### src/rtl/cache_arbiter_pkg.sv
// Shared types for the I/D cache to memory arbiter.
// Holds the line/word typedefs, the arbiter state encoding and a small request helper.
package cache_arbiter_pkg;

  typedef logic [15:0]  lc3b_word;
  typedef logic [127:0] lc3b_c_line;

  typedef enum logic [1:0] {
    ARB_IDLE    = 2'd0,
    ARB_SERVE_I = 2'd1,
    ARB_SERVE_D = 2'd2
  } arb_state_t;

  // A D-cache request is pending when either of its strobes is high.
  function automatic logic d_pending(input logic rd, input logic wr);
    return rd | wr;
  endfunction

endpackage

### src/rtl/cache_arbiter_if.sv
// Bundle of the I-cache, D-cache and memory-side signals seen by the arbiter.
// slave = the arbiter's view, master = the caches plus memory driving it.
interface cache_arbiter_if #(
  parameter int ADDR_WIDTH = 16,
  parameter int LINE_WIDTH = 128
);
  // Handshake: a cache raises its read/write and holds address/data steady until
  // its one-cycle resp pulse, then drops the request the following cycle.
  // Memory sees mem_read/mem_write held high until its own one-cycle mem_resp;
  // rdata is meaningful only in the cycle its resp is high.
  logic                  i_read;
  logic [ADDR_WIDTH-1:0] i_address;
  logic [LINE_WIDTH-1:0] i_rdata;
  logic                  i_resp;

  logic                  d_read;
  logic                  d_write;
  logic [ADDR_WIDTH-1:0] d_address;
  logic [LINE_WIDTH-1:0] d_wdata;
  logic [LINE_WIDTH-1:0] d_rdata;
  logic                  d_resp;

  logic                  mem_read;
  logic                  mem_write;
  logic [ADDR_WIDTH-1:0] mem_address;
  logic [LINE_WIDTH-1:0] mem_wdata;
  logic [LINE_WIDTH-1:0] mem_rdata;
  logic                  mem_resp;

  modport slave (
    input  i_read, i_address, d_read, d_write, d_address, d_wdata, mem_rdata, mem_resp,
    output i_rdata, i_resp, d_rdata, d_resp, mem_read, mem_write, mem_address, mem_wdata
  );

  modport master (
    output i_read, i_address, d_read, d_write, d_address, d_wdata, mem_rdata, mem_resp,
    input  i_rdata, i_resp, d_rdata, d_resp, mem_read, mem_write, mem_address, mem_wdata
  );

endinterface

### src/rtl/cache_arbiter_control.sv
// Arbiter FSM: picks the next port from IDLE, alternates under contention,
// and decodes the serve/response signals from state and mem_resp.
module cache_arbiter_control
  import cache_arbiter_pkg::*;
(
  input  logic       clk,
  input  logic       reset,
  input  logic       i_read,
  input  logic       d_read,
  input  logic       d_write,
  input  logic       mem_resp,
  output logic       latch_en,
  output logic       sel_d,
  output logic       serve,
  output logic       i_resp,
  output logic       d_resp,
  output logic [1:0] state
);

  localparam logic [1:0] ST_IDLE    = ARB_IDLE;
  localparam logic [1:0] ST_SERVE_I = ARB_SERVE_I;
  localparam logic [1:0] ST_SERVE_D = ARB_SERVE_D;

  logic [1:0] state_q, state_d;
  logic       last_d_q, last_d_d;   // 1 when the most recent grant went to D
  logic       d_pend;

  assign d_pend = d_pending(d_read, d_write);

  always_comb begin
    state_d  = state_q;
    last_d_d = last_d_q;
    latch_en = 1'b0;
    sel_d    = 1'b0;
    case (state_q)
      ST_IDLE: begin
        // D wins unless I is also waiting and D had the previous grant.
        if (d_pend && (!i_read || !last_d_q)) begin
          latch_en = 1'b1;
          sel_d    = 1'b1;
          last_d_d = 1'b1;
          state_d  = ST_SERVE_D;
        end else if (i_read) begin
          latch_en = 1'b1;
          last_d_d = 1'b0;
          state_d  = ST_SERVE_I;
        end
      end
      ST_SERVE_I, ST_SERVE_D: begin
        if (mem_resp) state_d = ST_IDLE;
      end
      default: state_d = ST_IDLE;
    endcase
  end

  always_ff @(posedge clk) begin
    if (reset) begin
      state_q  <= ST_IDLE;
      last_d_q <= 1'b0;
    end else begin
      state_q  <= state_d;
      last_d_q <= last_d_d;
    end
  end

  assign serve  = (state_q == ST_SERVE_I) || (state_q == ST_SERVE_D);
  assign i_resp = (state_q == ST_SERVE_I) && mem_resp;
  assign d_resp = (state_q == ST_SERVE_D) && mem_resp;
  assign state  = state_q;

endmodule

### src/rtl/cache_arbiter.sv
// Two-port line arbiter between the I-cache, the D-cache and one shared memory port.
// Latches the granted request so requester changes during service are ignored.
module cache_arbiter
  import cache_arbiter_pkg::*;
#(
  parameter int ADDR_WIDTH = 16,
  parameter int LINE_WIDTH = 128
) (
  input  logic             clk,
  input  logic             reset,
  cache_arbiter_if.slave   bus,
  output logic [1:0]       state
);

  logic                  latch_en;
  logic                  sel_d;
  logic                  serve;
  logic [ADDR_WIDTH-1:0] addr_q;
  logic [LINE_WIDTH-1:0] wdata_q;
  logic                  write_q;

  cache_arbiter_control u_control (
    .clk      (clk),
    .reset    (reset),
    .i_read   (bus.i_read),
    .d_read   (bus.d_read),
    .d_write  (bus.d_write),
    .mem_resp (bus.mem_resp),
    .latch_en (latch_en),
    .sel_d    (sel_d),
    .serve    (serve),
    .i_resp   (bus.i_resp),
    .d_resp   (bus.d_resp),
    .state    (state)
  );

  // A write wins over a simultaneous read, so the op latch only records d_write.
  always_ff @(posedge clk) begin
    if (reset) begin
      addr_q  <= '0;
      wdata_q <= '0;
      write_q <= 1'b0;
    end else if (latch_en) begin
      addr_q  <= sel_d ? bus.d_address : bus.i_address;
      wdata_q <= sel_d ? bus.d_wdata : '0;
      write_q <= sel_d & bus.d_write;
    end
  end

  assign bus.mem_read    = serve & ~write_q;
  assign bus.mem_write   = serve &  write_q;
  assign bus.mem_address = addr_q;
  assign bus.mem_wdata   = wdata_q;

  assign bus.i_rdata = bus.mem_rdata;
  assign bus.d_rdata = bus.mem_rdata;

endmodule

### src/flat_wrapper.sv
// flat-port wrapper written by rule: the top's interface ports become plain ports
module cache_arbiter_flat import cache_arbiter_pkg::*;
#(
  parameter int ADDR_WIDTH = 16,
  parameter int LINE_WIDTH = 128
)
  (clk, reset, state, bus_i_read, bus_i_address, bus_d_read, bus_d_write, bus_d_address, bus_d_wdata, bus_mem_rdata, bus_mem_resp, bus_i_rdata, bus_i_resp, bus_d_rdata, bus_d_resp, bus_mem_read, bus_mem_write, bus_mem_address, bus_mem_wdata);
  cache_arbiter_if #(.ADDR_WIDTH(ADDR_WIDTH), .LINE_WIDTH(LINE_WIDTH)) bus_i ();
  input  logic clk;
  input  logic reset;
  output logic [1:0] state;
  input wire logic [$bits(bus_i.i_read)-1:0] bus_i_read;
  input wire logic [$bits(bus_i.i_address)-1:0] bus_i_address;
  input wire logic [$bits(bus_i.d_read)-1:0] bus_d_read;
  input wire logic [$bits(bus_i.d_write)-1:0] bus_d_write;
  input wire logic [$bits(bus_i.d_address)-1:0] bus_d_address;
  input wire logic [$bits(bus_i.d_wdata)-1:0] bus_d_wdata;
  input wire logic [$bits(bus_i.mem_rdata)-1:0] bus_mem_rdata;
  input wire logic [$bits(bus_i.mem_resp)-1:0] bus_mem_resp;
  output wire logic [$bits(bus_i.i_rdata)-1:0] bus_i_rdata;
  output wire logic [$bits(bus_i.i_resp)-1:0] bus_i_resp;
  output wire logic [$bits(bus_i.d_rdata)-1:0] bus_d_rdata;
  output wire logic [$bits(bus_i.d_resp)-1:0] bus_d_resp;
  output wire logic [$bits(bus_i.mem_read)-1:0] bus_mem_read;
  output wire logic [$bits(bus_i.mem_write)-1:0] bus_mem_write;
  output wire logic [$bits(bus_i.mem_address)-1:0] bus_mem_address;
  output wire logic [$bits(bus_i.mem_wdata)-1:0] bus_mem_wdata;
  assign bus_i.i_read = bus_i_read;
  assign bus_i.i_address = bus_i_address;
  assign bus_i.d_read = bus_d_read;
  assign bus_i.d_write = bus_d_write;
  assign bus_i.d_address = bus_d_address;
  assign bus_i.d_wdata = bus_d_wdata;
  assign bus_i.mem_rdata = bus_mem_rdata;
  assign bus_i.mem_resp = bus_mem_resp;
  assign bus_i_rdata = bus_i.i_rdata;
  assign bus_i_resp = bus_i.i_resp;
  assign bus_d_rdata = bus_i.d_rdata;
  assign bus_d_resp = bus_i.d_resp;
  assign bus_mem_read = bus_i.mem_read;
  assign bus_mem_write = bus_i.mem_write;
  assign bus_mem_address = bus_i.mem_address;
  assign bus_mem_wdata = bus_i.mem_wdata;
  cache_arbiter #(.ADDR_WIDTH(ADDR_WIDTH), .LINE_WIDTH(LINE_WIDTH)) u_core (.clk(clk), .reset(reset), .bus(bus_i), .state(state));
endmodule
### config.mk
export PLATFORM = sky130hd
export DESIGN_NAME = cache_arbiter_flat
export DESIGN_NICKNAME = d
export VERILOG_FILES = /design/src/rtl/cache_arbiter_pkg.sv /design/src/rtl/cache_arbiter_if.sv /design/src/rtl/cache_arbiter_control.sv /design/src/rtl/cache_arbiter.sv /design/src/flat_wrapper.sv
export SDC_FILE = /design/constraint.sdc
export NUM_CORES = 1
export LEC_CHECK = 0
export BUFFER_PORTS_ARGS = -buffer_cell sky130_fd_sc_hd__buf_2
export CAP_MARGIN = 20
export CORE_AREA = 2 2 276 278
export CTS_CLUSTER_SIZE = 25
export DETAILED_ROUTE_END_ITERATION = 16
export DIE_AREA = 0 0 278 280
export PLACE_DENSITY = 0.34
export SETUP_SLACK_MARGIN = 0.2
export SLEW_MARGIN = 20
export SYNTH_ARGS = -nofsm -noshare
export SYNTH_HDL_FRONTEND = slang
export SYNTH_SLANG_ARGS = --single-unit
### constraint.sdc
create_clock -name clk -period 4.9 [get_ports clk]
set_input_delay 0.735 -clock clk [delete_from_list [all_inputs] [get_ports clk]]
set_output_delay 0.735 -clock clk [all_outputs]
set_load 0.02 [all_outputs]
# == Word-level counts from Yosys, hierarchy flattened ==
# Index checks and enable logic that the tools add are counted.
# word_totals
regBits,148
input_bits,294
output_inout_bits,406
wordCells,39
# op_classes
n_eq_ne,4
n_mux,13
bitwise,5
n_reduce_logical,12
# op_table
op,n
$mux W128,1
$mux W16,1
$mux W1,7
$mux W2,3
$pmux W2 S2,1
$reduce_and A2 Y1,2
$and A1 B1 Y1,3
$logic_and A1 B1 Y1,3
$ne A3 B3 Y1 const B,1
$eq A2 B1 Y1 const B,1
$eq A2 B2 Y1 const B,1
$logic_not A1 Y1,2
$logic_not A2 Y1,1
$logic_or A1 B1 Y1,2
$ne A2 B2 Y1 const B,1
$reduce_bool A2 Y1,1
$reduce_or A2 Y1,1
$not A1 Y1,1
$or A1 B1 Y1,1

# == Longest topological paths before layout ==
# depth
ltp_word,6
mapped_depth,9
depth_no_buf,5

# == Cells and area by module ==
# A second synthesis with hierarchy kept.
# unflattened
hier_cells,928
hier_area_um2,7861.3
# modules_own_cells
module,instances,cells_each,area_per_inst_um2,seq_area_each_um2
cache_arbiter,1,902,7629.8,2902.8
cache_arbiter_control,1,26,231.5,60.1

# == Worst setup path before layout ==
# Ideal clock, no wire load.
# synth_timing
path_type,register to output
start,"register u_core.u_control.state_q[0], in the netlist u_core.u_control.state[0]"
end,output port bus_mem_read
t_arrival_ns,1.176
t_required_ns,4.165
slack_ns,2.989
stages_incl_launch_ff,5
n_path_buf,0
cell_sequence,dfxtp_1 inv_1 ha_1 inv_1 nor2_1
# synth_via
elab_chain_cells,3
word_cells_on_any_way,4
classes_between,2 x eq/ne; 1 x bitwise; 1 x reduce/logical
# synth_lines
element,line_no,source
"start, declared",cache_arbiter_control.sv:24,"logic [1:0] state_q, state_d;"
"start signal, assigned",cache_arbiter_control.sv:61,state_q <= state_d;
$eq A2 B1 Y1 / $eq A2 B2 Y1 (equally long branches),cache_arbiter_control.sv:66,assign serve = (state_q == ST_SERVE_I) || (state_q == ST_SERVE_D);
$logic_or A1 B1 Y1 *,cache_arbiter_control.sv:66,
$and A1 B1 Y1 *,cache_arbiter.sv:50,assign bus.mem_read = serve & ~write_q;
"end, declared",flat_wrapper.sv:24,output wire logic [$bits(bus_i.mem_read)-1:0] bus_mem_read;
# Every way passes the cells marked *; elsewhere a longest branch is shown, timed or not.

# == Final worst setup path ==
# layout_timing
start,"register u_core.u_control.state_q[1], in the netlist u_core.u_control.state[1]"
end,"register u_core.wdata_q[57], in the netlist u_core.bus.mem_wdata[57]"
# layout_via
elab_chain_cells,3
word_cells_on_any_way,4
classes_between,3 x mux; 1 x reduce/logical
# layout_lines
element,line_no,source
$logic_not A2 Y1 *,cache_arbiter_control.sv:35,case (state_q)
$mux W1,cache_arbiter_control.sv:35,
$mux W128,cache_arbiter.sv:45,wdata_q <= sel_d ? bus.d_wdata : '0;
"end signal, assigned",cache_arbiter.sv:45,
"end, declared",cache_arbiter.sv:19,logic [LINE_WIDTH-1:0] wdata_q;
# Marked as above.
# A chain may end at the register's enable or synchronous reset.

==> metrics <==
total net switching power 1.34 mW; Hold Buf Count CTS 0; root buffer selected by CTS sky130_fd_sc_hd__clkbuf_16; DIE WIDTH 278 µm; Avg Inst Size Synth 10.5 µm²; first-pass GRT wire length 33.8 mm; placeable core region 75,200 µm²; Slew headroom 44.0%; clock period minus final worst setup slack 2.42 ns; Critical Path Fanout Max 75; length of routed met2 wiring 10.3 mm; CP Data Required Time 5.30 ns; total setup violations reported at the end of the flow 0; type of the worst min-delay path reg -> reg; share of final-layout standard cells stronger than drive strength 1 50.6%; final routed wirelength across all metal layers 24.3 mm; Hold Fails Final Rpt 0; unrepaired setup endpoints after global routing false; unique cell type count in the Yosys netlist 28; met1 routed wirelength after detailed routing 9.09 mm; Clk Latency, worst-skew pair 0.47 ns; clock tree from TritonCTS built; total number of vias 4,720; Antenna Violating Nets Remaining 0; area of all placed cells without fillers 8110 µm²; post-CTS setup-driven buffer insertion count 0; 1st-iter DRT viols 180; Clock Skew 0.0320 ns; count of filler cells inserted in the layout 8,652; cell row count 101; placer's final routability congestion estimate 0.699; sequential cell area 2960 µm²; Setup TNS 0 ns; area overhead of the layout relative to synthesis 18.7%; portion of synthesized cell area occupied by the leading cell type 43.4%; count of synthesis-stage warnings from yosys 0; flops & latches, synth 148; Leak 3.68 nW; final number of max-transition violations 0; Die Height 280 µm; number of instances in the placed design 1,656; Total Routing Usage GR 6.06%; number of antenna violations at the first check in global routing 2; non-filler instance count after layout 1,689; internal power 2.46 mW; I/O pins 700; cell depth of the worst flop-to-flop path 7; via/cell ratio 2.79; register share of total power 38.9%; Arrival @ worst endpoint 2.82 ns; upper clock frequency limit 414 MHz; routed wl met3 3.39 mm; share of the cycle needed by the critical path after routing 49.3%; PortBufs 315; highest-count cells in the layout ignoring fill and taps sky130_fd_sc_hd__buf_2 (315), sky130_fd_sc_hd__dfxtp_1 (148), sky130_fd_sc_hd__a22o_1 (128); uppermost routed layer met5; most frequent standard cell in the layout excluding fill and tap cells sky130_fd_sc_hd__buf_2; gr ovfl total 0; Clock Pin Slew Worst Setup and Hold Paths 0.08 ns; proportion of synthesized chip area in sequential cells 43.4%; Area contributors post-synth sky130_fd_sc_hd__dfxtp_1 (43%), sky130_fd_sc_hd__buf_4 (28%), sky130_fd_sc_hd__a22o_1 (16%), sky130_fd_sc_hd__o32ai_1 (2.3%), sky130_fd_sc_hd__buf_6 (2.1%); Remaining DRCs 0; placed standard-cell area 7510 µm²; post-layout net count 994; count of clock tree sinks 148; Clock Power Share 37.1%; Logic pwr share 24.0%; switch share 35.2%; area of the die 77,800 µm²; number of H-tree levels 4; number of stages on the worst hold path 1; reported max-cap violation count 0; library cell with the largest summed area after synthesis sky130_fd_sc_hd__dfxtp_1; Initial Util 9.09%; clock buffers created by TritonCTS 17; transition at the pin with the smallest max-transition slack 0.840 ns; Resized cells post-CTS 0; sort of element at the end of the critical path flip-flop; Post-Syn Area 6830 µm²; Gate Count Post-Synth 648; maximum resistive drop on vdd 223 µV; number of global-route vias before repair 4,900; maximum number of pins on one net before global-route repair 76; total power density per cell area 468 nW/µm²; number of buffers between clock root and the deepest sink 2; kind of launch point of the worst setup path flip-flop; combined area of the multi-input logic cells 1610 µm²; count of TritonRoute iterations in the first routing pass 4; half-perimeter wire length after detailed placement 18.0 mm; Setup CP Type reg -> reg; outcome complete, no violations; synthesized netlist net count 945; average routed wire per standard cell 14.4 µm
layer usage:
metal,GRT usage (%),vias to the layer above
met2,8.67,397
met1,6.09,2079
met5,0.438,-
met4,4.71,6
met3,4.20,116
li1,-,2122
synth_stat cells:
master / n
sky130_fd_sc_hd__o221ai_1: 1
sky130_fd_sc_hd__or2_2: 1
sky130_fd_sc_hd__buf_6: 13
sky130_fd_sc_hd__o21ai_0: 1
sky130_fd_sc_hd__a211oi_1: 16
sky130_fd_sc_hd__o21ai_2: 1
sky130_fd_sc_hd__a2bb2oi_1: 1
sky130_fd_sc_hd__buf_2: 18
sky130_fd_sc_hd__a21oi_1: 1
sky130_fd_sc_hd__nor2b_1: 2
sky130_fd_sc_hd__o32ai_1: 18
sky130_fd_sc_hd__nor2_1: 3
sky130_fd_sc_hd__nand2_1: 1
sky130_fd_sc_hd__a22o_1: 128
sky130_fd_sc_hd__or3_1: 1
sky130_fd_sc_hd__ha_1: 3
sky130_fd_sc_hd__nor2_8: 1
sky130_fd_sc_hd__dfxtp_1: 148
sky130_fd_sc_hd__and2_1: 4
sky130_fd_sc_hd__inv_1: 19
sky130_fd_sc_hd__buf_4: 258
sky130_fd_sc_hd__a311oi_1: 1
sky130_fd_sc_hd__buf_8: 1
sky130_fd_sc_hd__nor3_2: 1
sky130_fd_sc_hd__nor3_1: 1
sky130_fd_sc_hd__o31a_1: 1
sky130_fd_sc_hd__o211a_1: 1
sky130_fd_sc_hd__clkbuf_1: 3
through the flow:
step	hold WS, ns	total power [mW]	utilization (%)	setup slack, ns
global route	0.425	4.04	10.8	2.22
floorplan	0.462	2.39	-	2.99
CTS	0.400	3.93	10.8	2.42
detailed placement	0.458	2.43	9.99	2.12
global placement	0.455	2.43	9.99	2.13
finish	0.472	3.79	10.8	2.48
final cells by class:
class | count | area share (%)
Clock buffer | 18 | 5.41
Antenna cell | 1 | 0.0308
Sequential cell | 148 | 36.5
Inverter | 19 | 0.879
Timing Repair Buffer | 323 | 20.3
Tap cell | 978 | 15.1
Multi-Input combinational cell | 188 | 19.8
Clock inverter | 14 | 1.94
state kept, by name (all words and copies together), names as in the netlist:
name,count
u_core.u_control.state,2
u_core.u_control.last_d_q,1
u_core.write_q,1
u_core.bus.mem_wdata,128
u_core.bus.mem_address,16
worst max-delay path, cell delays in order (launching register included):
cell and delay, ns:
sky130_fd_sc_hd__dfxtp_1 0.33, sky130_fd_sc_hd__inv_1 0.10, sky130_fd_sc_hd__ha_1 0.31, sky130_fd_sc_hd__o21ai_2 0.13
sky130_fd_sc_hd__nor3_4 0.18, sky130_fd_sc_hd__buf_4 0.30, sky130_fd_sc_hd__buf_4 0.70, sky130_fd_sc_hd__a22o_1 0.24
power by group through the flow:
stage	clock, mW	combinational (mW)	sequential [mW]
detailed placement	0	0.931	1.50
finish	1.41	0.912	1.48
CTS	1.52	0.933	1.48
global placement	0	0.928	1.50
global route	1.55	0.989	1.50
floorplan	0	0.675	1.71
final timing paths:
| path | start | end | slack (ns) |
|---|---|---|---|
| worst max-delay path | u_core.u_control.state[1]$_SDFFE_PP0P_ | u_core.bus.mem_wdata[57]$_SDFFE_PP0P_ | 2.48 |
| worst min-delay path | u_core.bus.mem_wdata[24]$_SDFFE_PP0P_ | u_core.bus.mem_wdata[24]$_SDFFE_PP0P_ | 0.47 |
| worst max register to register | u_core.u_control.state[1]$_SDFFE_PP0P_ | u_core.bus.mem_wdata[57]$_SDFFE_PP0P_ | 2.48 |
| worst min register to register | u_core.bus.mem_wdata[24]$_SDFFE_PP0P_ | u_core.bus.mem_wdata[24]$_SDFFE_PP0P_ | 0.47 |
logic make-up (layout without fill, tap and decap cells):
| group | Yosys count | count (layout) | share of synthesized area, % |
|---|---|---|---|
| buffers and inverters | 312 | 374 | 33.2 |
| other | 0 | 1 | 0 |
| AND/OR/NAND/NOR | 15 | 15 | 1.46 |
| adder cells (fa/ha/maj) | 3 | 3 | 0.549 |
| AO/OA/AOI/OAI | 170 | 170 | 21.4 |
| flip-flops | 148 | 148 | 43.4 |
Power figures use the tool's default switching activity.
